--- config.mk ---
export PLATFORM = sky130hd
export DESIGN_NAME = uart_frame_decoder
export DESIGN_NICKNAME = d
export VERILOG_FILES = /design/src/rtl/uart_frame_decoder.sv
export SDC_FILE = /design/constraint.sdc
export NUM_CORES = 1
export LEC_CHECK = 0
export ABC_AREA = 1
export BUFFER_PORTS_ARGS = -buffer_cell sky130_fd_sc_hd__clkbuf_2
export CORE_UTILIZATION = 60
export DETAILED_ROUTE_END_ITERATION = 8
export GPL_TIMING_DRIVEN = 0
export HOLD_SLACK_MARGIN = 0.1
export PLACE_DENSITY = 0.84
export SLEW_MARGIN = 20
export SYNTH_ARGS = -nofsm -noshare
export SYNTH_HDL_FRONTEND = slang
export SYNTH_SLANG_ARGS = --single-unit
--- constraint.sdc ---
create_clock -name i_clk -period 2.5 [get_ports i_clk]
set_input_delay 0.5 -clock i_clk [delete_from_list [all_inputs] [get_ports i_clk]]
set_output_delay 0.5 -clock i_clk [all_outputs]
set_load 0.005 [all_outputs]
--- src/rtl/uart_frame_decoder.sv ---
// ============================================================================
// uart_frame_decoder : SYNC/CMD/LEN/payload/CSUM frame parser with hold/ack.
// Optional inter-byte timeout enabled by `define FRAME_TIMEOUT_EN.  Rev 1.0
// ============================================================================
`default_nettype none

module uart_frame_decoder #(
  parameter int          MAX_LEN      = 16,
  parameter logic [7:0]  SYNC_BYTE    = 8'hA5,
  parameter int          TIMEOUT_CLKS = 8680,
  localparam int         AW           = (MAX_LEN > 1) ? $clog2(MAX_LEN) : 1
) (
  input  logic          i_clk,
  input  logic          i_rst,
  input  logic          i_byte_valid,
  input  logic [7:0]    i_byte,
  output logic          o_frame_valid,
  output logic [7:0]    o_cmd,
  output logic [7:0]    o_len,
  input  logic          i_frame_ack,
  input  logic [AW-1:0] i_rd_addr,
  output logic [7:0]    o_rd_data,
  output logic          o_csum_err,
  output logic          o_len_err,
  output logic          o_overrun,
  output logic          o_timeout_err
);

  typedef enum logic [2:0] {
    ST_HUNT     = 3'd0,
    ST_GET_CMD  = 3'd1,
    ST_GET_LEN  = 3'd2,
    ST_GET_PAY  = 3'd3,
    ST_GET_CSUM = 3'd4,
    ST_HOLD     = 3'd5
  } state_t;

  state_t          r_state, w_state_nxt;
  logic [7:0]      r_cmd, w_cmd_nxt;
  logic [7:0]      r_len, w_len_nxt;
  logic [AW-1:0]   r_idx, w_idx_nxt;
  logic [7:0]      r_sum, w_sum_nxt;
  logic [7:0]      w_sum_add;
  logic            w_wr_en;
  logic            w_csum_err, w_len_err, w_overrun, w_timeout;
  logic            r_csum_err, r_len_err, r_overrun, r_timeout;
  logic            w_active;
  logic [7:0]      r_mem [MAX_LEN];
  logic [7:0]      r_rd_data;

  assign w_sum_add = r_sum + i_byte;
  assign w_active  = (r_state == ST_GET_CMD) || (r_state == ST_GET_LEN) ||
                     (r_state == ST_GET_PAY) || (r_state == ST_GET_CSUM);

`ifdef FRAME_TIMEOUT_EN
  localparam int TW = (TIMEOUT_CLKS > 1) ? $clog2(TIMEOUT_CLKS) : 1;
  logic [TW-1:0] r_tcnt;
  logic          w_tmo_hit;

  // Only an idle cycle can expire the timer; a byte always restarts it.
  assign w_tmo_hit = w_active && !i_byte_valid && (r_tcnt == TW'(TIMEOUT_CLKS - 1));

  always_ff @(posedge i_clk) begin
    if (i_rst) begin
      r_tcnt <= '0;
    end else if (i_byte_valid || !w_active || w_tmo_hit) begin
      r_tcnt <= '0;
    end else begin
      r_tcnt <= r_tcnt + TW'(1);
    end
  end
`else
  logic w_tmo_hit;
  assign w_tmo_hit = 1'b0;
`endif

  always_comb begin
    w_state_nxt = r_state;
    w_cmd_nxt   = r_cmd;
    w_len_nxt   = r_len;
    w_idx_nxt   = r_idx;
    w_sum_nxt   = r_sum;
    w_wr_en     = 1'b0;
    w_csum_err  = 1'b0;
    w_len_err   = 1'b0;
    w_overrun   = 1'b0;
    w_timeout   = 1'b0;

    if (w_tmo_hit) begin
      w_timeout   = 1'b1;
      w_state_nxt = ST_HUNT;
    end else if (i_byte_valid) begin
      case (r_state)
        ST_HUNT: begin
          if (i_byte == SYNC_BYTE) w_state_nxt = ST_GET_CMD;
        end
        ST_GET_CMD: begin
          w_cmd_nxt   = i_byte;
          w_sum_nxt   = i_byte;
          w_state_nxt = ST_GET_LEN;
        end
        ST_GET_LEN: begin
          if (i_byte > 8'(MAX_LEN)) begin
            w_len_err   = 1'b1;
            w_state_nxt = ST_HUNT;
          end else begin
            w_len_nxt   = i_byte;
            w_sum_nxt   = w_sum_add;
            w_idx_nxt   = '0;
            w_state_nxt = (i_byte == 8'h00) ? ST_GET_CSUM : ST_GET_PAY;
          end
        end
        ST_GET_PAY: begin
          w_wr_en   = 1'b1;
          w_sum_nxt = w_sum_add;
          w_idx_nxt = r_idx + AW'(1);
          if (8'(r_idx) == (r_len - 8'd1)) w_state_nxt = ST_GET_CSUM;
        end
        ST_GET_CSUM: begin
          if (w_sum_add == 8'h00) begin
            w_state_nxt = ST_HOLD;
          end else begin
            w_csum_err  = 1'b1;
            w_state_nxt = ST_HUNT;
          end
        end
        ST_HOLD: begin
          w_overrun = 1'b1;
        end
        default: w_state_nxt = ST_HUNT;
      endcase
    end

    // The ack releases the frame even when a dropped byte arrives with it.
    if (r_state == ST_HOLD && i_frame_ack) w_state_nxt = ST_HUNT;
  end

  always_ff @(posedge i_clk) begin
    if (i_rst) begin
      r_state    <= ST_HUNT;
      r_cmd      <= 8'h00;
      r_len      <= 8'h00;
      r_idx      <= '0;
      r_sum      <= 8'h00;
      r_csum_err <= 1'b0;
      r_len_err  <= 1'b0;
      r_overrun  <= 1'b0;
      r_timeout  <= 1'b0;
    end else begin
      r_state    <= w_state_nxt;
      r_cmd      <= w_cmd_nxt;
      r_len      <= w_len_nxt;
      r_idx      <= w_idx_nxt;
      r_sum      <= w_sum_nxt;
      r_csum_err <= w_csum_err;
      r_len_err  <= w_len_err;
      r_overrun  <= w_overrun;
      r_timeout  <= w_timeout;
    end
  end

  // Payload buffer: contents deliberately not reset.
  always_ff @(posedge i_clk) begin
    if (w_wr_en) r_mem[r_idx] <= i_byte;
  end

  always_ff @(posedge i_clk) begin
    if (i_rst) r_rd_data <= 8'h00;
    else       r_rd_data <= r_mem[i_rd_addr];
  end

  assign o_frame_valid = (r_state == ST_HOLD);
  assign o_cmd         = r_cmd;
  assign o_len         = r_len;
  assign o_rd_data     = r_rd_data;
  assign o_csum_err    = r_csum_err;
  assign o_len_err     = r_len_err;
  assign o_overrun     = r_overrun;
`ifdef FRAME_TIMEOUT_EN
  assign o_timeout_err = r_timeout;
`else
  // Timeout disabled: constant 0 (comparison on the parameter is never true).
  assign o_timeout_err = r_timeout & (TIMEOUT_CLKS < 0);
`endif

endmodule

`default_nettype wire

==> summary.md <==
| Metric | Value |
|---|---|
| Buffer count from post-CTS setup fixing | 0 |
| Dominant synthesized flop cell | sky130_fd_sc_hd__edfxtp_1 |
| Count of cells along the worst hold path | 3 |
| Worst Setup End Kind | flip-flop |
| Number of cells traversed by the worst register-to-register path | 9 |
| Number of slew-limit violations in the final report | 0 |
| Final hold violation count | 0 |
| Post-route worst setup slack | 0.0879 ns |
| Setup-failing EPs final | 0 |
| Fmax | 415 MHz |
| Post-synth ARST share | 0% |
| Number of maximum-capacitance constraint violations | 0 |
| Cts repair resizes | 0 |
| Clock network latency to the later pin of the worst-skew pair | roughly 0.43 ns |
| Clk sink count | 170 |
| Critical R2R Launch | r_state[1]$_SDFFE_PP0P_ |
| Leading cell type in the layout, fill and taps excluded | sky130_fd_sc_hd__edfxtp_1 |
| Global router's overall resource usage | 30.0% |
| Initial cell density of the core | 62.7% |
| Min cycle time layout | 2.41 ns |
| Post-CTS Hold Buffers | 0 |
| Hold_sp | i_byte_valid |
| Class of the most critical setup path | flip-flop to flip-flop |
| Share of final-layout standard cells stronger than drive strength 1 | a little over an eighth |
| Outcome | complete, but fails checks |
| Maximum ir drop on the vdd rail | 0.509 mV |
| Die Footprint | 12600 um2 |
| Transition time at the pin with the least slew margin | 0.806 ns |
| Number of input and output port buffers inserted | 41 |
| Antenna violation net count after detailed routing | 0 |
| Layout area overhead | 14.0% |
| Total grt overflow | 0 |
| Die extent in y | 112 um |
| Endpoint of the worst hold-timing path | o_csum_err$_SDFF_PP0_ |
| XOR/XNOR Fraction of Synth Area | 0.722% |
| Root Buffer | sky130_fd_sc_hd__clkbuf_16 |
| Netlist area before placement | between 7000 and 8000 um2 |
| Drt via density | ~6.1 |
| Clock tree from TritonCTS | yes |
| Complex-gate fraction of the synthesized area | 13.7% |
| Worst relative slew slack | between 40 and 50% |
| Most used cells in the layout excluding fill and tap cells | 128 x sky130_fd_sc_hd__edfxtp_1, 105 x sky130_fd_sc_hd__nor2_1, 87 x sky130_fd_sc_hd__nand2_1 |
| Post-synth EDFFs | approximately 130 |
| Number of antenna violations at the first check in global routing | 0 |
| Adder and majority gate portion of the synthesized area | 2.34% |
| H-tree level count | 4 |
| Number of global-route vias before repair | 5418 |
| Detailed-route wire length | around 18 mm |
| Initial drt markers | 636 |
| Register-to-register setup slack | around 0.09 ns |
| Data arrival at the endpoint of the critical path | approximately 2.5 ns |
| Reg2reg end | r_mem[2][3]$_DFFE_PP_ |
| Final net count | around 790 |
| Share of synthesized cell area in and, or, nand and nor gates | 14.0% |
| Wire length per cell | 19.7 um |
| Pre-CTS WS | -0.323 ns |
| Antenna Diode Count | 0 |
| Top-Level Pins | 45 |
| Largest family of logic cells by synthesized area | simple AND/OR/NAND/NOR gates |
| Core Footprint | 11600 um2 |
| Violated checks | DRC |
| Sequential fraction of the synthesis area | 64.4% |
| Pin count of the biggest net entering global routing | 23 |
| Nets in the synthesized netlist | about 730 |
| Row cnt | 39 |
| Buffers from clock root to sink, at most | 2 |
| Synth Area per Inst | 10.4 um2 |
| Syn. warnings | 0 |
| First-pass GRT wire length | 27.7 mm |
| Half-perimeter wire length after placement | approximately 12 mm |
| Total design power | 6010 uW |
| Cell leakage power | 0.00305 uW |
| Synth cell types | 33 |
| Clock input transition at the sequential cells of the worst setup and hold paths | 0.06 ns |
| Num CTS Buffers | 17 |
| Fin Clk Skew | 0.00628 ns |
| Router iterations before antenna repair | 8 |
| Number of flip-flops and latches in the synthesized netlist | 170 |
| Total number of vias | 5581 |
| Type of the most critical hold path | input port to flip-flop |
| Crit path launch type | flip-flop |
| Maximum fanout along the worst path | 10 |
| RSZ-0062 raised after global routing | true |
| Pwr dens | 724 nW/um2 |
| Die Width | 112 um |
| Synth Instances | 699 |
| Critical path required time | approximately 2.6 ns |
| Number of design rule violations left after detail routing | 4 |
| Mux share of post-synthesis cell area | 0% |
| Share of the clock period used by the worst path after layout | 96.5% |
| Final Wtd Congestion | about 0.94 |
[stage by stage]
stage                     area [um2]  setup TNS [ns]  hold WS (ns)  util [%]  std cells
after global placement          7660          -0.422         0.457      66.0        883
after global routing            8300           -1.14         0.376      71.4        915
after detailed placement        7660          -0.718         0.473      66.0        883
final                           8300               0         0.362      71.4        915
after CTS                       8260               0         0.358      71.1        915
after floorplan                 7280               0         0.449         -        699
[critical path, cell delays in order (launching register included)]
cell and delay [ns]:
sky130_fd_sc_hd__dfxtp_1 0.38, sky130_fd_sc_hd__inv_1 0.08, sky130_fd_sc_hd__nor2_2 0.13, sky130_fd_sc_hd__inv_2 0.07, sky130_fd_sc_hd__buf_2 0.19, sky130_fd_sc_hd__nor2_2 0.11
sky130_fd_sc_hd__inv_1 0.09, sky130_fd_sc_hd__nor2_2 0.16, sky130_fd_sc_hd__nand2_1 0.18, sky130_fd_sc_hd__nor2_1 0.66
[kinds of logic (layout without fill, tap and decap cells)]
logic type | count (synthesis) | in the layout
simple gates | 249 | 249
compound gates | 173 | 173
flops | 170 | 170
buf+inv | 87 | 160
fa+ha+maj | 13 | 13
xor+xnor | 6 | 6
other cells | 1 | 1
[routing by layer]
| metal | routed length (um) | up-vias | track usage (%) |
|---|---|---|---|
| met4 | 954 | 0 | 20.6 |
| met3 | 1510 | 77 | 5.13 |
| met2 | 8640 | 322 | 49.0 |
| met5 | 0 | - | 0 |
| li1 | - | 2572 | - |
| met1 | 6900 | 2610 | 36.7 |
[state kept, by name, indices dropped and copies added, names as in the netlist]
register and flops:
o_rd_data 8, o_csum_err 1, r_mem 128, o_overrun 1, r_sum 8, r_idx 4
o_cmd 8, o_len_err 1, r_state 3, o_len 8
[Yosys cell counts (8+ instances only)]
cell type / count / area (um2)
sky130_fd_sc_hd__o22ai_1: 10 / 62.6
sky130_fd_sc_hd__dfxtp_1: 42 / 841
sky130_fd_sc_hd__nand3_1: 28 / 140
sky130_fd_sc_hd__nor2_1: 117 / 439
sky130_fd_sc_hd__o221ai_1: 22 / 193
sky130_fd_sc_hd__buf_2: 8 / 40.0
sky130_fd_sc_hd__a21oi_1: 40 / 200
sky130_fd_sc_hd__nand2_1: 87 / 327
sky130_fd_sc_hd__inv_1: 53 / 199
sky130_fd_sc_hd__clkbuf_1: 18 / 67.6
sky130_fd_sc_hd__o21ai_0: 85 / 425
sky130_fd_sc_hd__o211ai_1: 10 / 75.1
sky130_fd_sc_hd__edfxtp_1: 128 / 3840
sky130_fd_sc_hd__ha_1: 12 / 150
[how the worst max path moves through the flow]
stage                                   end               startpoint  cells after the start  slack [ns]
floorplan           r_state[2]$_SDFFE_PP0P_                i_byte[0]                     14        0.54
global placement    r_state[0]$_SDFFE_PP0P_                i_byte[0]                     15       -0.21
detailed placement  r_state[2]$_SDFFE_PP0P_                i_byte[0]                     15       -0.32
CTS                   r_mem[7][1]$_DFFE_PP_  r_state[1]$_SDFFE_PP0P_                      9        0.09
global route          r_mem[2][1]$_DFFE_PP_  r_state[1]$_SDFFE_PP0P_                      9       -0.07
finish                r_mem[2][3]$_DFFE_PP_  r_state[1]$_SDFFE_PP0P_                      9        0.09
[final cells by class]
class	count	area, um2
clock inverter	7	111
sequential	170	4680
tap	143	179
inverter	57	216
clock buffer	25	487
buffer	30	135
fill	793	3320
timing repair buffer	41	210
multi-input combinational	442	2270
[report_power, final]
| part | internal (uW) | leakage, uW | switching, uW | total (uW) |
|---|---|---|---|---|
| combinational | 84.9 | 0.00127 | 234 | 319 |
| clock | 1650 | 0.000293 | 994 | 2650 |
| sequential | 3040 | 0.00149 | 3.34 | 3040 |
No activity file was read; power rests on OpenSTA's default activity.
